$ cat config.mk
export PLATFORM = sky130hd
export DESIGN_NAME = abc_char_count
export DESIGN_NICKNAME = d
export VERILOG_FILES = /design/src/rtl/abc_pkg.sv /design/src/rtl/abc_bin2bcd.sv /design/src/rtl/abc_char_count.sv
export SDC_FILE = /design/constraint.sdc
export NUM_CORES = 1
export LEC_CHECK = 0
export CAP_MARGIN = 0
export CORE_MARGIN = 2
export CORE_UTILIZATION = 55
export CTS_CLUSTER_SIZE = 20
export DETAILED_ROUTE_END_ITERATION = 16
export DONT_BUFFER_PORTS = 1
export PLACE_DENSITY_LB_ADDON = 0.15
export SLEW_MARGIN = 40
export SYNTH_ARGS = -nofsm -noshare
export SYNTH_HDL_FRONTEND = slang
export SYNTH_HIERARCHICAL = 1
export SYNTH_SLANG_ARGS = --single-unit
export TNS_END_PERCENT = 5
$ cat constraint.sdc
create_clock -name CLK -period 3 [get_ports CLK]
set_input_delay 0.6 -clock CLK [delete_from_list [all_inputs] [get_ports CLK]]
set_output_delay 0.6 -clock CLK [all_outputs]
set_load 0.02 [all_outputs]
$ cat src/rtl/abc_pkg.sv
// Shared constants and types for the line-oriented character counter.
package abc_pkg;

    localparam logic [7:0] ASCII_LF   = 8'h0A;
    localparam logic [7:0] ASCII_CR   = 8'h0D;
    localparam logic [7:0] ASCII_ZERO = 8'h30;

    typedef enum logic [1:0] {
        IDLE,
        COUNT,
        CONV,
        EMIT
    } state_t;

    // 10^n as a constant, used to prove the BCD field can hold the saturated count.
    function automatic longint pow10(input int n);
        longint r;
        r = 1;
        for (int i = 0; i < n; i++) begin
            r = r * 10;
        end
        return r;
    endfunction

endpackage

$ cat src/rtl/abc_bin2bcd.sv
// Iterative double-dabble: one shift per cycle, CNT_W cycles per conversion.
// DONE is asserted during the cycle whose edge performs the final shift, so
// BCD holds the finished result from the following cycle onward.
module abc_bin2bcd #(
    parameter int CNT_W  = 8,
    parameter int DIGITS = 3
) (
    input  logic                  CLK,
    input  logic                  RESET_n,
    input  logic                  START,
    input  logic [CNT_W-1:0]      BIN,
    output logic                  DONE,
    output logic [4*DIGITS-1:0]   BCD
);

    localparam int SC_W = $clog2(CNT_W + 1);

    logic [CNT_W-1:0]    shift_q;
    logic [SC_W-1:0]     shift_cnt;
    logic                busy;
    logic [4*DIGITS-1:0] bcd_adj;

    // Add 3 to every digit that is 5 or more before the next left shift.
    function automatic logic [4*DIGITS-1:0] add3(input logic [4*DIGITS-1:0] b);
        logic [4*DIGITS-1:0] r;
        r = b;
        for (int i = 0; i < DIGITS; i++) begin
            if (b[4*i +: 4] >= 4'd5) begin
                r[4*i +: 4] = b[4*i +: 4] + 4'd3;
            end
        end
        return r;
    endfunction

    assign bcd_adj = add3(BCD);
    assign DONE    = busy && (shift_cnt == SC_W'(1));

    // Conversion control: load the shift count on START, count down while busy.
    always_ff @(posedge CLK) begin
        if (!RESET_n) begin
            busy      <= 1'b0;
            shift_cnt <= '0;
        end else if (START) begin
            busy      <= 1'b1;
            shift_cnt <= SC_W'(CNT_W);
        end else if (busy) begin
            busy      <= (shift_cnt != SC_W'(1));
            shift_cnt <= shift_cnt - SC_W'(1);
        end
    end

    // Conversion datapath: binary shifts out MSB first into the adjusted BCD field.
    always_ff @(posedge CLK) begin
        if (START) begin
            shift_q <= BIN;
            BCD     <= '0;
        end else if (busy) begin
            shift_q <= shift_q << 1;
            BCD     <= {bcd_adj[4*DIGITS-2:0], shift_q[CNT_W-1]};
        end
    end

endmodule

$ cat src/rtl/abc_char_count.sv
// Counts TARGET_CHAR bytes in each LF-terminated input line and emits the
// count as a decimal ASCII string followed by LF.
module abc_char_count
    import abc_pkg::*;
#(
    parameter logic [7:0] TARGET_CHAR = 8'h31,
    parameter int         CNT_W       = 8,
    parameter int         DIGITS      = 3
) (
    input  logic       CLK,
    input  logic       RESET_n,
    input  logic       SINK_VALID,
    input  logic [7:0] SINK_DATA,
    output logic       SINK_READY,
    output logic       SOURCE_VALID,
    output logic [7:0] SOURCE_DATA
);

    localparam int     IDX_W   = $clog2(DIGITS + 1);
    localparam longint MAX_CNT = (longint'(1) << CNT_W) - 1;

    // LF terminates a line, so it can never also be the counted character,
    // and the BCD field must be wide enough for the saturated count.
    if (TARGET_CHAR == ASCII_LF) begin : g_bad_target
        $error("abc_char_count: TARGET_CHAR must not be LF");
    end
    if (pow10(DIGITS) <= MAX_CNT) begin : g_bad_digits
        $error("abc_char_count: DIGITS too small for CNT_W");
    end

    state_t              state;
    state_t              state_nxt;
    logic [CNT_W-1:0]    cnt;
    logic                accept;
    logic                conv_start;
    logic                conv_done;
    logic [4*DIGITS-1:0] bcd;
    logic [IDX_W-1:0]    dig_idx;
    logic [IDX_W-1:0]    msd;
    logic                lz_flag;
    logic                lf_phase;
    logic                emit_valid;
    logic [7:0]          emit_byte;

    // Index of the most significant non-zero digit; 0 when the value is zero
    // so the units digit is always printed.
    function automatic logic [IDX_W-1:0] find_msd(input logic [4*DIGITS-1:0] b);
        logic [IDX_W-1:0] r;
        r = '0;
        for (int i = 0; i < DIGITS; i++) begin
            if (b[4*i +: 4] != 4'd0) begin
                r = IDX_W'(i);
            end
        end
        return r;
    endfunction

    function automatic logic [3:0] digit_at(input logic [4*DIGITS-1:0] b,
                                            input logic [IDX_W-1:0]    i);
        return b[4*i +: 4];
    endfunction

    assign accept = SINK_VALID && (state == COUNT);
    assign msd    = find_msd(bcd);

    abc_bin2bcd #(
        .CNT_W  (CNT_W),
        .DIGITS (DIGITS)
    ) u_bin2bcd (
        .CLK     (CLK),
        .RESET_n (RESET_n),
        .START   (conv_start),
        .BIN     (cnt),
        .DONE    (conv_done),
        .BCD     (bcd)
    );

    // State register.
    always_ff @(posedge CLK) begin
        if (!RESET_n) begin
            state <= IDLE;
        end else begin
            state <= state_nxt;
        end
    end

    // Next-state logic: count a line, convert, emit, then back to counting.
    always_comb begin
        state_nxt = state;
        case (state)
            IDLE:  state_nxt = COUNT;
            COUNT: if (accept && (SINK_DATA == ASCII_LF)) state_nxt = CONV;
            CONV:  if (conv_done) state_nxt = EMIT;
            EMIT:  if (lf_phase) state_nxt = COUNT;
            default: state_nxt = IDLE;
        endcase
    end

    // Output decode: ready only while counting, converter kick on LF, byte to emit.
    always_comb begin
        SINK_READY = (state == COUNT);
        conv_start = accept && (SINK_DATA == ASCII_LF);
        emit_valid = 1'b0;
        emit_byte  = ASCII_LF;
        if (state == EMIT) begin
            emit_valid = 1'b1;
            if (lf_phase) begin
                emit_byte = ASCII_LF;
            end else if (lz_flag) begin
                emit_byte = ASCII_ZERO + {4'd0, digit_at(bcd, msd)};
            end else begin
                emit_byte = ASCII_ZERO + {4'd0, digit_at(bcd, dig_idx)};
            end
        end
    end

    // Saturating target counter; the LF that closes a line hands cnt to the converter and clears it.
    always_ff @(posedge CLK) begin
        if (!RESET_n) begin
            cnt <= '0;
        end else if (accept) begin
            if (SINK_DATA == TARGET_CHAR) begin
                if (cnt != '1) begin
                    cnt <= cnt + CNT_W'(1);
                end
            end else if (SINK_DATA == ASCII_LF) begin
                cnt <= '0;
            end
        end
    end

    // Digit walk: the first EMIT cycle jumps straight to the most significant
    // digit, then steps down to the units digit, then one LF cycle.
    always_ff @(posedge CLK) begin
        if (!RESET_n) begin
            lz_flag  <= 1'b1;
            lf_phase <= 1'b0;
            dig_idx  <= '0;
        end else if ((state == CONV) && conv_done) begin
            lz_flag  <= 1'b1;
            lf_phase <= 1'b0;
        end else if ((state == EMIT) && !lf_phase) begin
            if (lz_flag) begin
                lz_flag <= 1'b0;
                if (msd == '0) begin
                    lf_phase <= 1'b1;
                end else begin
                    dig_idx <= msd - IDX_W'(1);
                end
            end else if (dig_idx == '0) begin
                lf_phase <= 1'b1;
            end else begin
                dig_idx <= dig_idx - IDX_W'(1);
            end
        end
    end

    // Output register: strobe per byte, data holds between strobes.
    always_ff @(posedge CLK) begin
        if (!RESET_n) begin
            SOURCE_VALID <= 1'b0;
            SOURCE_DATA  <= 8'h00;
        end else begin
            SOURCE_VALID <= emit_valid;
            if (emit_valid) begin
                SOURCE_DATA <= emit_byte;
            end
        end
    end

endmodule

==> reports/results.tsv <==
stage	metric	value	unit
setup_path	path_delay_family	simple AND/OR/NAND/NOR gates	
yosys	synth-edff-count	8	
setup_path	cp_slowest_cell	or4b_1	
global_route	grt_pass1_wl	7670	um
finish	layout_common_cells	37 x dfxtp_1, 23 x nand2_1, 19 x a21oi_1	
sta	finalSetupViolCount	0	
routing	highest_layer	met4	
setup_path	rrSetupSlack	810	ps
global_route	grt_max_degree	25	
routing	firstDrtPassIters	4	
setup_path	r2r_cells	9	
cts	ctsResizeCount	0	
floorplanning	fp.dieH	70.3	um
yosys	netlist_area	2420	um^2
power_and_ir_drop	p_leak	0.970	nW
cts	clock_latency	300	ps
setup_path	cp.depth	9	
routing	wl_met3	146	um
setup_path	r2r_end	u_bin2bcd/BCD[9]$_SDFFE_PP0P_	
cts	clkSinkCount	45	
global_route	overflow	0	
setup_path	crit_path_end_kind	flip-flop	
routing	wl_met2	2110	um
yosys	postSynthAreaPerCell	8.98	um^2
setup_path	start_kind	flip-flop	
finish	layout.nets	290	
routing	drt_iter0_drc	128	
power_and_ir_drop	switchingPower	362	uW
floorplanning	io_pins	21	
setup_path	cp_data_required_time	3210	ps
sta	fin_tns_setup	0	ps
finish	diodes	0	
yosys	ys.flop_type	dfxtp_1	
power_and_ir_drop	pwr-share-comb	13.2	%
setup_path	max_stage_delay	500	ps
routing	wl_met1	2210	um
yosys	yosysWarnings	6	
hold_path	worstHoldStart	RESET_n	
finish	drive_gt1_share	10.1	%
cts	hold_buffers	0	
floorplanning	start_util	56.3	%
power_and_ir_drop	p_int	974	uW
finish	n_fill_cell	392	
global_route	first_global_vias	1706	
setup_path	crit_chain	inv_1 > ha_1 > nand2_1 > nor2_2 > nand2_1 > inv_1 > buf_4 > or4b_1 > o311ai_1	
setup_path	rr_startpoint	state[1]$_SDFFE_PN0P_	
routing	postRouteAntennaNets	0	
sta	fmax	457	MHz
cts	cts-root-buf	clkbuf_8	
setup_path	path_class	flip-flop to flip-flop	
power_and_ir_drop	p_clk_share	32.9	%
sta	hold_viol	0	
yosys	yosysSeqAreaShare	40.6	%
sta	finalCriticalPeriod	2190	ps
yosys	syn_inst	269	
cts	numCtsBuffers	5	
floorplanning	num_rows	24	
cts	clk_pin_slew	90	ps
cts	cts_tree	yes	
setup_path	path_buf_inv	3	
floorplanning	dieArea	4940	um^2
yosys	ys_seq_elements	45	
cts	cts_setup_buffers	0	
sta	worst_slack	813	ps
hold_path	hold_depth	1	
sta	maxSlewViolCount	0	
cts	cts_buffer_depth	2	
power_and_ir_drop	powerDensity	526	nW/um^2
global_route	antenna_found_initial	0	
global_route	grtUsageTotal	19.1	%
finish	area_delta_synth_final	5.18	%
routing	vias	1850	
yosys	ys_async_sr_fraction	0	%
cts	htreeDepth	2	
placed_design	place_congestion	0.858	
sta	fin_worst_skew	7.91	ps
routing	viasPerCell	5.78	
sta	rsz0062_at_grt	no	
setup_path	crit_fanout	16	
yosys	synth_cell_types	57	
status	run_status	complete, no violations	
finish	layout_commonest_cell	dfxtp_1	
placed_design	dp_slack	690	ps
hold_path	hp-class	input pin to flip-flop	
power_and_ir_drop	switching_share	27.1	%
power_and_ir_drop	ir_drop	253	uV
routing	routed_wl	4490	um
routing	wl_per_cell	14.0	um
sta	fin_crit_sh	72.9	%
placed_design	hpwl	3200	um
routing	drc_errors	0	
floorplanning	core_area	4290	um^2
hold_path	whs_endpoint	u_bin2bcd/shift_cnt[3]$_SDFFE_PN0P_	
floorplanning	die_x	70.3	um
power_and_ir_drop	sequentialPowerShare	53.9	%
job	cap_violations	0	
setup_path	arrival	2390	ps
placed_design	io_buffers	0	
## routing by layer
layer	up-vias	GRT usage [%]
li1	963	-
met1	858	25.3
met2	27	30.8
met3	2	4.76
met4	0	5.77
met5	-	0
## worst register-to-register path: stages (launching register included)
cell      delay, ps
dfxtp_1         390
inv_1            60
ha_1            290
nand2_1         110
nor2_2           50
nand2_1         120
inv_1           210
buf_4           260
or4b_1          510
o311ai_1        100
## worst max path at each step
stage | startpoint | endpoint
floorplan | SINK_DATA[2] | u_bin2bcd/shift_q[2]$_DFFE_PP_
global placement | SINK_DATA[2] | u_bin2bcd/BCD[10]$_SDFFE_PP0P_
detailed placement | SINK_DATA[2] | u_bin2bcd/BCD[10]$_SDFFE_PP0P_
CTS | state[1]$_SDFFE_PN0P_ | u_bin2bcd/BCD[9]$_SDFFE_PP0P_
global route | state[1]$_SDFFE_PN0P_ | u_bin2bcd/BCD[9]$_SDFFE_PP0P_
finish | state[1]$_SDFFE_PN0P_ | u_bin2bcd/BCD[9]$_SDFFE_PP0P_
## state kept, by name, indices dropped and copies added, names as in the netlist
register and count:
u_bin2bcd/BCD 12, lf_phase 1, lz_flag 1, cnt 8, SOURCE_VALID 1, state 2
dig_idx 2, u_bin2bcd/shift_cnt 4, u_bin2bcd/shift_q 8, SOURCE_DATA 5, u_bin2bcd/busy 1
## power by group through the flow
stage | sequential [mW] | combinational [mW] | clock, mW
floorplan | 0.716 | 0.164 | 0
global placement | 0.734 | 0.176 | 0
detailed placement | 0.734 | 0.176 | 0
CTS | 0.720 | 0.177 | 0.451
global route | 0.727 | 0.207 | 0.475
finish | 0.720 | 0.177 | 0.440
## metrics by stage
step           util, %  total power [mW]  hold slack [ps]  instance area [um^2]  instances
2_1_floorplan        -             0.880              439                  2420        270
3_3_place_gp      56.6             0.911              454                  2430        312
3_5_place_dp      56.6             0.911              467                  2430        312
4_1_cts           59.2              1.35              417                  2540        320
5_1_grt           59.2              1.41              424                  2540        320
6_report          59.2              1.34              426                  2540        320
## logic make-up (layout without fill, tap and decap cells)
| group | Yosys count | after routing | synth area share [%] |
|---|---|---|---|
| compound gates | 71 | 71 | 19.2 |
| xor+xnor | 4 | 4 | 1.45 |
| flops | 45 | 45 | 40.6 |
| fa+ha+maj | 12 | 12 | 6.21 |
| other cells | 1 | 2 | 0.155 |
| buf+inv | 29 | 27 | 5.54 |
| simple gates | 96 | 96 | 21.9 |
| mux | 11 | 11 | 4.92 |
## cell usage after synthesis (3+ instances only)
master / instances / area [um^2]
dfxtp_1: 37 / 741
nand2_1: 23 / 86.3
a21oi_1: 19 / 95.1
inv_1: 17 / 63.8
o21ai_0: 17 / 85.1
nor2_1: 13 / 48.8
ha_1: 12 / 150
nand3_1: 11 / 55.1
edfxtp_1: 8 / 240
nand2b_1: 8 / 50.1
mux2_2: 7 / 78.8
buf_2: 5 / 25.0
nor2b_1: 5 / 31.3
nor3_1: 5 / 25.0
o21ai_1: 5 / 25.0
o31ai_1: 5 / 37.5
or3_1: 5 / 31.3
a221oi_1: 4 / 35.0
mux2i_1: 4 / 40.0
a21o_1: 3 / 22.5
and2_1: 3 / 18.8
buf_4: 3 / 22.5
nand4_1: 3 / 18.8
or4_1: 3 / 22.5
## final cells by class
cell class	count	area (um^2)	share of cell area, %
clock buffer	8	111	4.38
inverter	17	63.8	2.51
tap	52	65.1	2.56
multi-input combinational	196	1310	51.4
timing repair buffer	2	15.0	0.591
sequential	45	981	38.6
(Power assumes the default switching activity.)
